--- config.mk ---
export PLATFORM = sky130hd
export DESIGN_NAME = fadd_seq
export DESIGN_NICKNAME = d
export VERILOG_FILES = /design/src/rtl/fadd_seq.sv
export SDC_FILE = /design/constraint.sdc
export NUM_CORES = 1
export LEC_CHECK = 0
export ABC_AREA = 1
export CAP_MARGIN = 20
export CELL_PAD_IN_SITES_DETAIL_PLACEMENT = 1
export CELL_PAD_IN_SITES_GLOBAL_PLACEMENT = 1
export CORE_MARGIN = 1
export CORE_UTILIZATION = 38
export CTS_BUF_LIST = sky130_fd_sc_hd__clkbuf_4
export CTS_CLUSTER_SIZE = 12
export DETAILED_ROUTE_END_ITERATION = 10
export PLACE_DENSITY_LB_ADDON = 0.08
export SYNTH_ARGS = -nofsm -noshare
export SYNTH_HDL_FRONTEND = slang
export SYNTH_SLANG_ARGS = --single-unit
export TNS_END_PERCENT = 20
--- constraint.sdc ---
create_clock -name clk -period 4.2 [get_ports clk]
set_input_delay 1.05 -clock clk [delete_from_list [all_inputs] [get_ports clk]]
set_output_delay 1.05 -clock clk [all_outputs]
set_load 0.02 [all_outputs]
--- src/rtl/fadd_seq.sv ---
// fadd_seq: multi-cycle IEEE-754 single-precision add/subtract (truncating,
// denormals flushed to zero) that routes all arithmetic through one shared
// integer adder, one operation per cycle.
// Ports:
//   clk, rst_n      clock (rising edge), synchronous active-low reset
//   start           request, sampled only while idle
//   sub             1: a-b, 0: a+b (applied to b's sign at capture)
//   a, b            operands, captured on acceptance
//   busy            high from the cycle after acceptance through the done cycle
//   done            one-cycle pulse, result valid
//   result          registered result, held until the next done

// Shared integer adder: op=1 adds, op=0 subtracts; on subtract carry flags in1>in0.
module adder #(
   parameter int unsigned WIDTH = 25
) (
   input  logic [WIDTH-1:0] in0,
   input  logic [WIDTH-1:0] in1,
   input  logic             op,
   output logic [WIDTH-1:0] out,
   output logic             carry
);
   logic [WIDTH:0] r;

   always_comb begin
      if (op) r = {1'b0, in0} + {1'b0, in1};
      else    r = {1'b0, in0} - {1'b0, in1};
   end

   assign out   = r[WIDTH-1:0];
   assign carry = r[WIDTH];
endmodule

module fadd_seq #(
   parameter int unsigned BITS_LENGTH = 32,
   parameter int unsigned ADD_W       = 25
) (
   input  logic                   clk,
   input  logic                   rst_n,
   input  logic                   start,
   input  logic                   sub,
   input  logic [BITS_LENGTH-1:0] a,
   input  logic [BITS_LENGTH-1:0] b,
   output logic                   busy,
   output logic                   done,
   output logic [BITS_LENGTH-1:0] result
);
   localparam int unsigned EXP_W = 8;
   localparam int unsigned MAN_W = 24;

   localparam logic [2:0] S_IDLE  = 3'd0;
   localparam logic [2:0] S_EXP   = 3'd1;
   localparam logic [2:0] S_SWAP  = 3'd2;
   localparam logic [2:0] S_ALIGN = 3'd3;
   localparam logic [2:0] S_MANT  = 3'd4;
   localparam logic [2:0] S_NEG   = 3'd5;
   localparam logic [2:0] S_NORM  = 3'd6;
   localparam logic [2:0] S_DONE  = 3'd7;

   logic [2:0]             state, state_nxt;
   logic                   sa, sa_nxt, sb, sb_nxt, sr, sr_nxt;
   logic [EXP_W-1:0]       ea, ea_nxt, eb, eb_nxt, ew, ew_nxt, diff, diff_nxt;
   logic [MAN_W-1:0]       ma, ma_nxt, mb, mb_nxt;
   logic [ADD_W-1:0]       sum, sum_nxt;
   logic                   busy_nxt, done_nxt;
   logic [BITS_LENGTH-1:0] result_nxt;

   logic [ADD_W-1:0]       add_in0, add_in1, add_out;
   logic                   add_op, add_carry;

   adder #(.WIDTH(ADD_W)) u_adder (
      .in0   (add_in0),
      .in1   (add_in1),
      .op    (add_op),
      .out   (add_out),
      .carry (add_carry)
   );

   // Adder operand select: what the shared adder computes in each state.
   always_comb begin
      add_in0 = '0;
      add_in1 = '0;
      add_op  = 1'b1;
      case (state)
         S_EXP: begin
            add_in0 = ADD_W'(ea);
            add_in1 = ADD_W'(eb);
            add_op  = 1'b0;
         end
         // Operands are exchanged this cycle, so the difference is eb-ea of the old values.
         S_SWAP: begin
            add_in0 = ADD_W'(eb);
            add_in1 = ADD_W'(ea);
            add_op  = 1'b0;
         end
         S_MANT: begin
            add_in0 = ADD_W'(ma);
            add_in1 = ADD_W'(mb);
            add_op  = (sa == sb);
         end
         S_NEG: begin
            add_in0 = '0;
            add_in1 = sum;
            add_op  = 1'b0;
         end
         S_NORM: begin
            add_in0 = ADD_W'(ew);
            add_in1 = ADD_W'(1);
            add_op  = sum[ADD_W-1];
         end
         default: ;
      endcase
   end

   // Next-state and datapath update.
   always_comb begin
      state_nxt  = state;
      sa_nxt     = sa;
      sb_nxt     = sb;
      sr_nxt     = sr;
      ea_nxt     = ea;
      eb_nxt     = eb;
      ew_nxt     = ew;
      diff_nxt   = diff;
      ma_nxt     = ma;
      mb_nxt     = mb;
      sum_nxt    = sum;
      busy_nxt   = busy;
      result_nxt = result;
      case (state)
         S_IDLE: begin
            if (start) begin
               sa_nxt    = a[31];
               sb_nxt    = b[31] ^ sub;
               ea_nxt    = a[30:23];
               eb_nxt    = b[30:23];
               ma_nxt    = (a[30:23] != 8'd0) ? {1'b1, a[22:0]} : '0;
               mb_nxt    = (b[30:23] != 8'd0) ? {1'b1, b[22:0]} : '0;
               busy_nxt  = 1'b1;
               state_nxt = S_EXP;
            end
         end
         S_EXP: begin
            if (ea == 8'hFF || eb == 8'hFF) begin
               result_nxt = 32'h7FC0_0000;
               state_nxt  = S_DONE;
            end else if (add_carry) begin
               state_nxt = S_SWAP;
            end else begin
               diff_nxt  = add_out[EXP_W-1:0];
               state_nxt = S_ALIGN;
            end
         end
         S_SWAP: begin
            sa_nxt    = sb;
            sb_nxt    = sa;
            ea_nxt    = eb;
            eb_nxt    = ea;
            ma_nxt    = mb;
            mb_nxt    = ma;
            diff_nxt  = add_out[EXP_W-1:0];
            state_nxt = S_ALIGN;
         end
         S_ALIGN: begin
            mb_nxt    = (diff >= 8'd25) ? '0 : (mb >> diff);
            ew_nxt    = ea;
            sr_nxt    = sa;
            state_nxt = S_MANT;
         end
         S_MANT: begin
            sum_nxt   = add_out;
            // Borrow only arises when ma<mb on a true subtract: magnitude must be negated.
            state_nxt = ((sa != sb) && add_carry) ? S_NEG : S_NORM;
         end
         S_NEG: begin
            sum_nxt   = add_out;
            sr_nxt    = sb;
            state_nxt = S_NORM;
         end
         S_NORM: begin
            if (sum == '0) begin
               result_nxt = 32'h0000_0000;
               state_nxt  = S_DONE;
            end else if (sum[ADD_W-1]) begin
               sum_nxt = sum >> 1;
               ew_nxt  = add_out[EXP_W-1:0];
               if (add_out[EXP_W-1:0] == 8'hFF) begin
                  result_nxt = {sr, 8'hFF, 23'd0};
                  state_nxt  = S_DONE;
               end
            end else if (sum[ADD_W-2]) begin
               result_nxt = {sr, ew, sum[22:0]};
               state_nxt  = S_DONE;
            end else if (ew <= 8'd1) begin
               result_nxt = {sr, 31'd0};
               state_nxt  = S_DONE;
            end else begin
               sum_nxt = sum << 1;
               ew_nxt  = add_out[EXP_W-1:0];
            end
         end
         S_DONE: begin
            busy_nxt  = 1'b0;
            state_nxt = S_IDLE;
         end
         default: state_nxt = S_IDLE;
      endcase
      done_nxt = (state_nxt == S_DONE);
   end

   // State and datapath registers.
   always_ff @(posedge clk) begin
      if (!rst_n) begin
         state  <= S_IDLE;
         sa     <= 1'b0;
         sb     <= 1'b0;
         sr     <= 1'b0;
         ea     <= '0;
         eb     <= '0;
         ew     <= '0;
         diff   <= '0;
         ma     <= '0;
         mb     <= '0;
         sum    <= '0;
         busy   <= 1'b0;
         done   <= 1'b0;
         result <= '0;
      end else begin
         state  <= state_nxt;
         sa     <= sa_nxt;
         sb     <= sb_nxt;
         sr     <= sr_nxt;
         ea     <= ea_nxt;
         eb     <= eb_nxt;
         ew     <= ew_nxt;
         diff   <= diff_nxt;
         ma     <= ma_nxt;
         mb     <= mb_nxt;
         sum    <= sum_nxt;
         busy   <= busy_nxt;
         done   <= done_nxt;
         result <= result_nxt;
      end
   end
endmodule

=== Yosys cells after proc, flatten, opt, wreduce, memory -nomap -nowiden ===
Cells that the tools add are included.

* Register bits after elaboration: 145
* Output and inout port bits: 34
* Logic and storage cells: 119

* Add/subtract/negate cells: 2
* $lt $le $gt $ge: 2
* Equal/unequal tests: 22
* Shift-type cells: 1
* Muxes and demuxes: 52
* Bitwise operators: 1
* Reductions and logical operators: 24

{| class="wikitable"
|+ Operators by type and width
! cell !! number
|-
| $mux 24 || 8
|-
| $mux 32 || 6
|-
| $pmux 25 s5 || 1
|-
| $pmux 24 s4 || 1
|-
| $pmux 24 s3 || 1
|-
| $mux 8 || 8
|-
| $pmux 32 s2 || 1
|-
| $pmux 8 s2 || 4
|-
| $pmux 25 s2 || 1
|-
| $pmux 24 s2 || 1
|-
| $add 24x25->26 || 1
|-
| $mux 26 || 1
|-
| $sub 24x25->26 || 1
|-
| $logic_not 25->1 || 1
|-
| $mux 25 || 1
|-
| $eq 8x8->1 const B || 3
|-
| $pmux 3 s8 || 1
|-
| $shr 24x8->24 || 1
|-
| $mux 3 || 7
|-
| $reduce_bool 8->1 || 2
|-
| $eq 3x3->1 const B || 5
|-
| $reduce_bool 2->1 || 7
|-
| $reduce_and 4->1 || 3
|-
| $ne 2x2->1 const B || 5
|-
| other kinds (22) || 33
|}

=== Logic depth before layout (Yosys ltp) ===
* Depth in word-level cells: 10
* Depth in mapped cells: 32
* Mapped depth without buffers: 30

=== Hierarchy ===
A second synthesis with hierarchy kept.

* Cells, all modules: 1901
* Area, all modules: 11443.5 um^2

{| class="wikitable"
|+ By module, submodules not included
! module !! instances !! cells an instance !! area each (um^2) !! seq. area each (um^2)
|-
| fadd_seq || 1 || 1426 || 9007.4 || 2902.8
|-
| adder || 1 || 475 || 2436.1 || 0.0
|}

=== Worst setup path before layout ===
Ideal clock, no wire load.

* Path type: reg2reg
* Start: register state[1]
* End: register diff[1]
* Library setup time: 112 ps
* Arrival time: 4031 ps
* Path slack: 57 ps
* Cell stages (with the launch flop): 32
* Buffers on the path: 1
* Period minus slack after synthesis: 4143 ps
* Path through: dfxtp_1 inv_1 ha_1 nand2_2 inv_2 buf_2 nand2_1 nand4_1 nand2_1 ha_1 nand3_1 nor2_2 nand3_1 nor2_1 nand2_1 nand2_1 o21ai_1 a21oi_1 xor2_1 ha_1 nand2_1 nor3_1 nand3_1 nand3_1 a21o_1 nand2_2 nand2_4 nand3_4 nand2_4 nand2_4 nor2_2 nor2_1

* Longest elaborated chain between the ends: 7
* Elaborated cells between the ends (all ways): 19
* Those cells by class: add/sub (2); eq/ne (7); mux (7); reduce/logical (3)

{| class="wikitable"
|+ RTL lines
! element !! RTL line !! source
|-
| start: declaration || 60 || <nowiki>logic [2:0] state, state_nxt;</nowiki>
|-
| start signal: assignment || 229 || <nowiki>state <= state_nxt;</nowiki>
|-
| $eq 3x3->1 (tied with other cells) || 84 || <nowiki>case (state)</nowiki>
|-
| $pmux 25 s5 (tied with other cells) || 84 ||
|-
| $sub 24x25->26 (tied with other cells) || 27 || <nowiki>else r = {1'b0, in0} - {1'b0, in1};</nowiki>
|-
| $mux 26 || 26 || <nowiki>if (op) r = {1'b0, in0} + {1'b0, in1};</nowiki>
|-
| $mux 8 || 147 || <nowiki>end else if (add_carry) begin</nowiki>
|-
| $mux 8 || 144 || <nowiki>if (ea == 8'hFF || eb == 8'hFF) begin</nowiki>
|-
| $pmux 8 s2 || 130 || <nowiki>case (state)</nowiki>
|-
| end signal: assignment || 236 || <nowiki>diff <= diff_nxt;</nowiki>
|-
| end: declaration || 62 || <nowiki>logic [EXP_W-1:0] ea, ea_nxt, eb, eb_nxt, ew, ew_nxt, diff, diff_nxt;</nowiki>
|}

Parallel ways exist; a longest one is shown, timed or not. The select of a mux whose other input is x is not followed.
A chain may end at the register's enable or synchronous reset.

=== Worst setup path in the final report ===
* Start: register state[0]
* End: register diff[6]

Same word-level chain as after synthesis.

==> impl_metrics.csv <==
group,metric,value,unit
status,status,"complete, but fails checks",
status,violations,"negative setup slack",
pwr,power,11.4,mW
sta,fin_worst_skew,33.0,ps
setup_path,critPathKind,"register to register",
logic_synthesis,ys.flop_type,"dfxtp_1",
cts,cts.path.max_buffers,2,
floorplanning,fp.dieH,168,µm
cells_and_area,syn_to_final_growth,31.4,%
logic_synthesis,synth_top_area_share,27.7,%
detailed_routing,drtPass1Iterations,5,
setup_path,cp-start-kind,"register",
setup_path,crit_fanout,10,
setup_path,slowest_stage,"dfxtp_4",
logic_synthesis,postSynthAreaPerCell,6.34,µm²
detailed_routing,routed_wl,51000,µm
sta,min_period_over_period,100,%
floorplanning,die_x,168,µm
logic_synthesis,ys_seq_elements,145,
grt,grt_max_degree,52,
sta,setup_viol,4,
sta,worst_pin_slew,918,ps
logic_synthesis,synth.largest_area_cell,"dfxtp_1",
sta,rsz0062_at_grt,"yes",
pwr,max-vdd-ir-drop,0.535,mV
logic_synthesis,synth_commonest_cells,"nand2_1 (421), o21ai_0 (173), dfxtp_1 (145), nor2_1 (135), a21oi_1 (126)",
setup_path,cp_top_family,"simple AND/OR/NAND/NOR gates",
place,port_buffers,101,
hold_path,hold_class,"register to register",
logic_synthesis,ys_top_cells_by_area,"dfxtp_1 (28%), nand2_1 (15%), o21ai_0 (8.3%), a21oi_1 (6.0%), nor2_1 (4.8%)",
grt,use_met2,55.3,%
detailed_routing,drt_iter0_markers,1081,
cells_and_area,fin_nets,1953,
place,post-place-ws,-263,ps
grt,use_met3,6.42,%
cts,numCtsBuffers,17,
cts,ctsHoldBuffers,0,
flow_run,maxCapViolCount,0,
grt,gr-usage-all-layers,35.4,%
grt,grt-ovfl-total,0,
detailed_routing,wl_per_cell,23.1,µm
place,place_area,12700,µm²
sta,max_freq,0.237,GHz
cells_and_area,fill_cells,3555,
cells_and_area,layout-drive-gt1-share,19.5,%
sta,final.min_clock_period,4220,ps
cts,clock_sinks,145,
detailed_routing,postRouteAntennaNets,0,
logic_synthesis,yosysSeqAreaShare,27.7,%
grt,grt_first_pass_wirelength,75400,µm
detailed_routing,vias,13000,
floorplanning,io_pins,102,
setup_path,crit_top_cell,"nand2_1",
logic_synthesis,postSynthCellCount,1655,
logic_synthesis,ys_async_sr_fraction,0,%
cts,cts_root_buf,"clkbuf_4",
cells_and_area,design_area,13800,µm²
cts,clkSlewWorstSetupHoldPaths,160,ps
setup_path,r2r_slack,-20,ps
grt,grt_antenna_before_repair,2,
logic_synthesis,yosys.cell_types.count,53,
logic_synthesis,synth-warning-count,0,
grt,use_met1,48.8,%
logic_synthesis,synth_edf_count,0,
setup_path,critPathBufInv,5,
sta,relSlewSlack,38.7,%
detailed_routing,routed_via_density,5.90,
pwr,power_density,830,nW/µm²
cts,cts_tree,"done",
cts,clk_latency,600,ps
floorplanning,initial_core_util,38.8,%
cts,htreeDepth,4,
sta,finalWorstSetupSlack,-17.8,ps
place,place_hpwl,38900,µm
floorplanning,die_area,28300,µm²
pwr,power.leakage,5.96,nW
setup_path,crit_arrival,4710,ps
grt,grt_pass1_vias,12700,
sta,maxSlewViolCount,0,
logic_synthesis,synth_nets,1753,
logic_synthesis,synth.cell_area,10500,µm²
sta,final-hold-violation-count,0,
logic_synthesis,yosysMostFrequentCell,"nand2_1",
detailed_routing,drc,0,
floorplanning,core_area,27000,µm²
setup_path,cp.required,4690,ps
setup_path,worst_setup_path_end_kind,"register",
setup_path,critPathMaxStageDelay,390,ps
place,gp_congestion,0.970,
cells_and_area,utilization,51.0,%
grt,grt.busiest_layer,"met2",
floorplanning,num_rows,60,
-- what timing repair did --
item,in CTS,in global routing
pin swaps,8,68
setup buffers,4,16
gates resized for setup,19,133
endpoints found under the setup margin,17,57
gates cloned,0,1
-- layout make-up --
type                       instances  area [µm²]  share of cell area, %
tap                              341         427                   3.10
clock inverter                    14         175                   1.27
antenna                            1        2.50                 0.0182
inverter                         133         504                   3.66
clock buffer                      18         135                  0.981
multi-input combinational       1278        7190                   52.2
sequential                       145        2910                   21.1
timing repair buffer             280        2430                   17.7
-- tightest hold or removal path, cell delays in order (launching register included) --
cell and delay (ps):
dfxtp_1 330, nand2_1 60, a21oi_1 50
-- power by group --
| part | switching [mW] | internal, mW |
|---|---|---|
| clock | 0.629 | 0.428 |
| sequential | 0.585 | 1.85 |
| combinational | 4.99 | 2.96 |
-- kinds of logic (layout without fill, tap and decap cells) --
family	Yosys count	in the layout	share of synthesized area [%]
other	0	1	0
xor gates and xnor gates	31	31	2.59
adders and majority gates	30	30	3.65
DFF	145	145	27.7
buffers and inverters	232	445	8.81
and+or+nand+nor	731	731	30.0
AOI/OAI and AO/OA	482	482	26.9
muxes	4	4	0.382
-- layer usage --
metal	up-vias	part of all wire (%)
li1	6086	-
met1	6371	45
met2	490	45
met3	94	7.4
met4	2	2.9
met5	-	0.022
-- per-stage QoR --
step	hold WS (ps)	cells	setup TNS (ps)
floorplan	453	1655	0
global placement	449	2156	-542
detailed placement	454	2156	-2510
CTS	474	2192	0
global route	497	2210	-2090
finish	472	2210	-28.3
-- registers in the layout, summed over array words and instances, names as in the netlist, 3 cells and up --
signal / flops
result: 32
sum: 25
ma: 24
mb: 24
diff: 8
ea: 8
eb: 8
ew: 8
state: 3
-- cells in the final DEF (no fill, tap or decap), drive strengths merged, types with 2 or more instances in the layout --
cell and count:
nor2 149, o2111ai 8, nand3 94, clkinv 9
o21ai 186, nor4 8, nor3 17, o211ai 10
nand4 21, xnor2 11, dfxtp 145, o21a 2
a211oi 11, a31oi 68, bufinv 3, o221ai 5
nand2 434, buf 179, o22ai 2, or2 6
a21o 3, nand3b 2, a22oi 25, clkdlybuf4s50 100
a21oi 127, clkbuf 19, xor2 20, ha 29
mux2i 4, a221oi 26, o21bai 3, inv 134
-- worst paths after layout --
path	from	to	depth (start not counted)
worst max-delay path	state[0]	diff[6]	28
worst min-delay path	result[0]	result[0]	2
worst max register to register	state[0]	diff[6]	28
worst min register to register	result[0]	result[0]	2
Power figures use the tool's default switching activity.
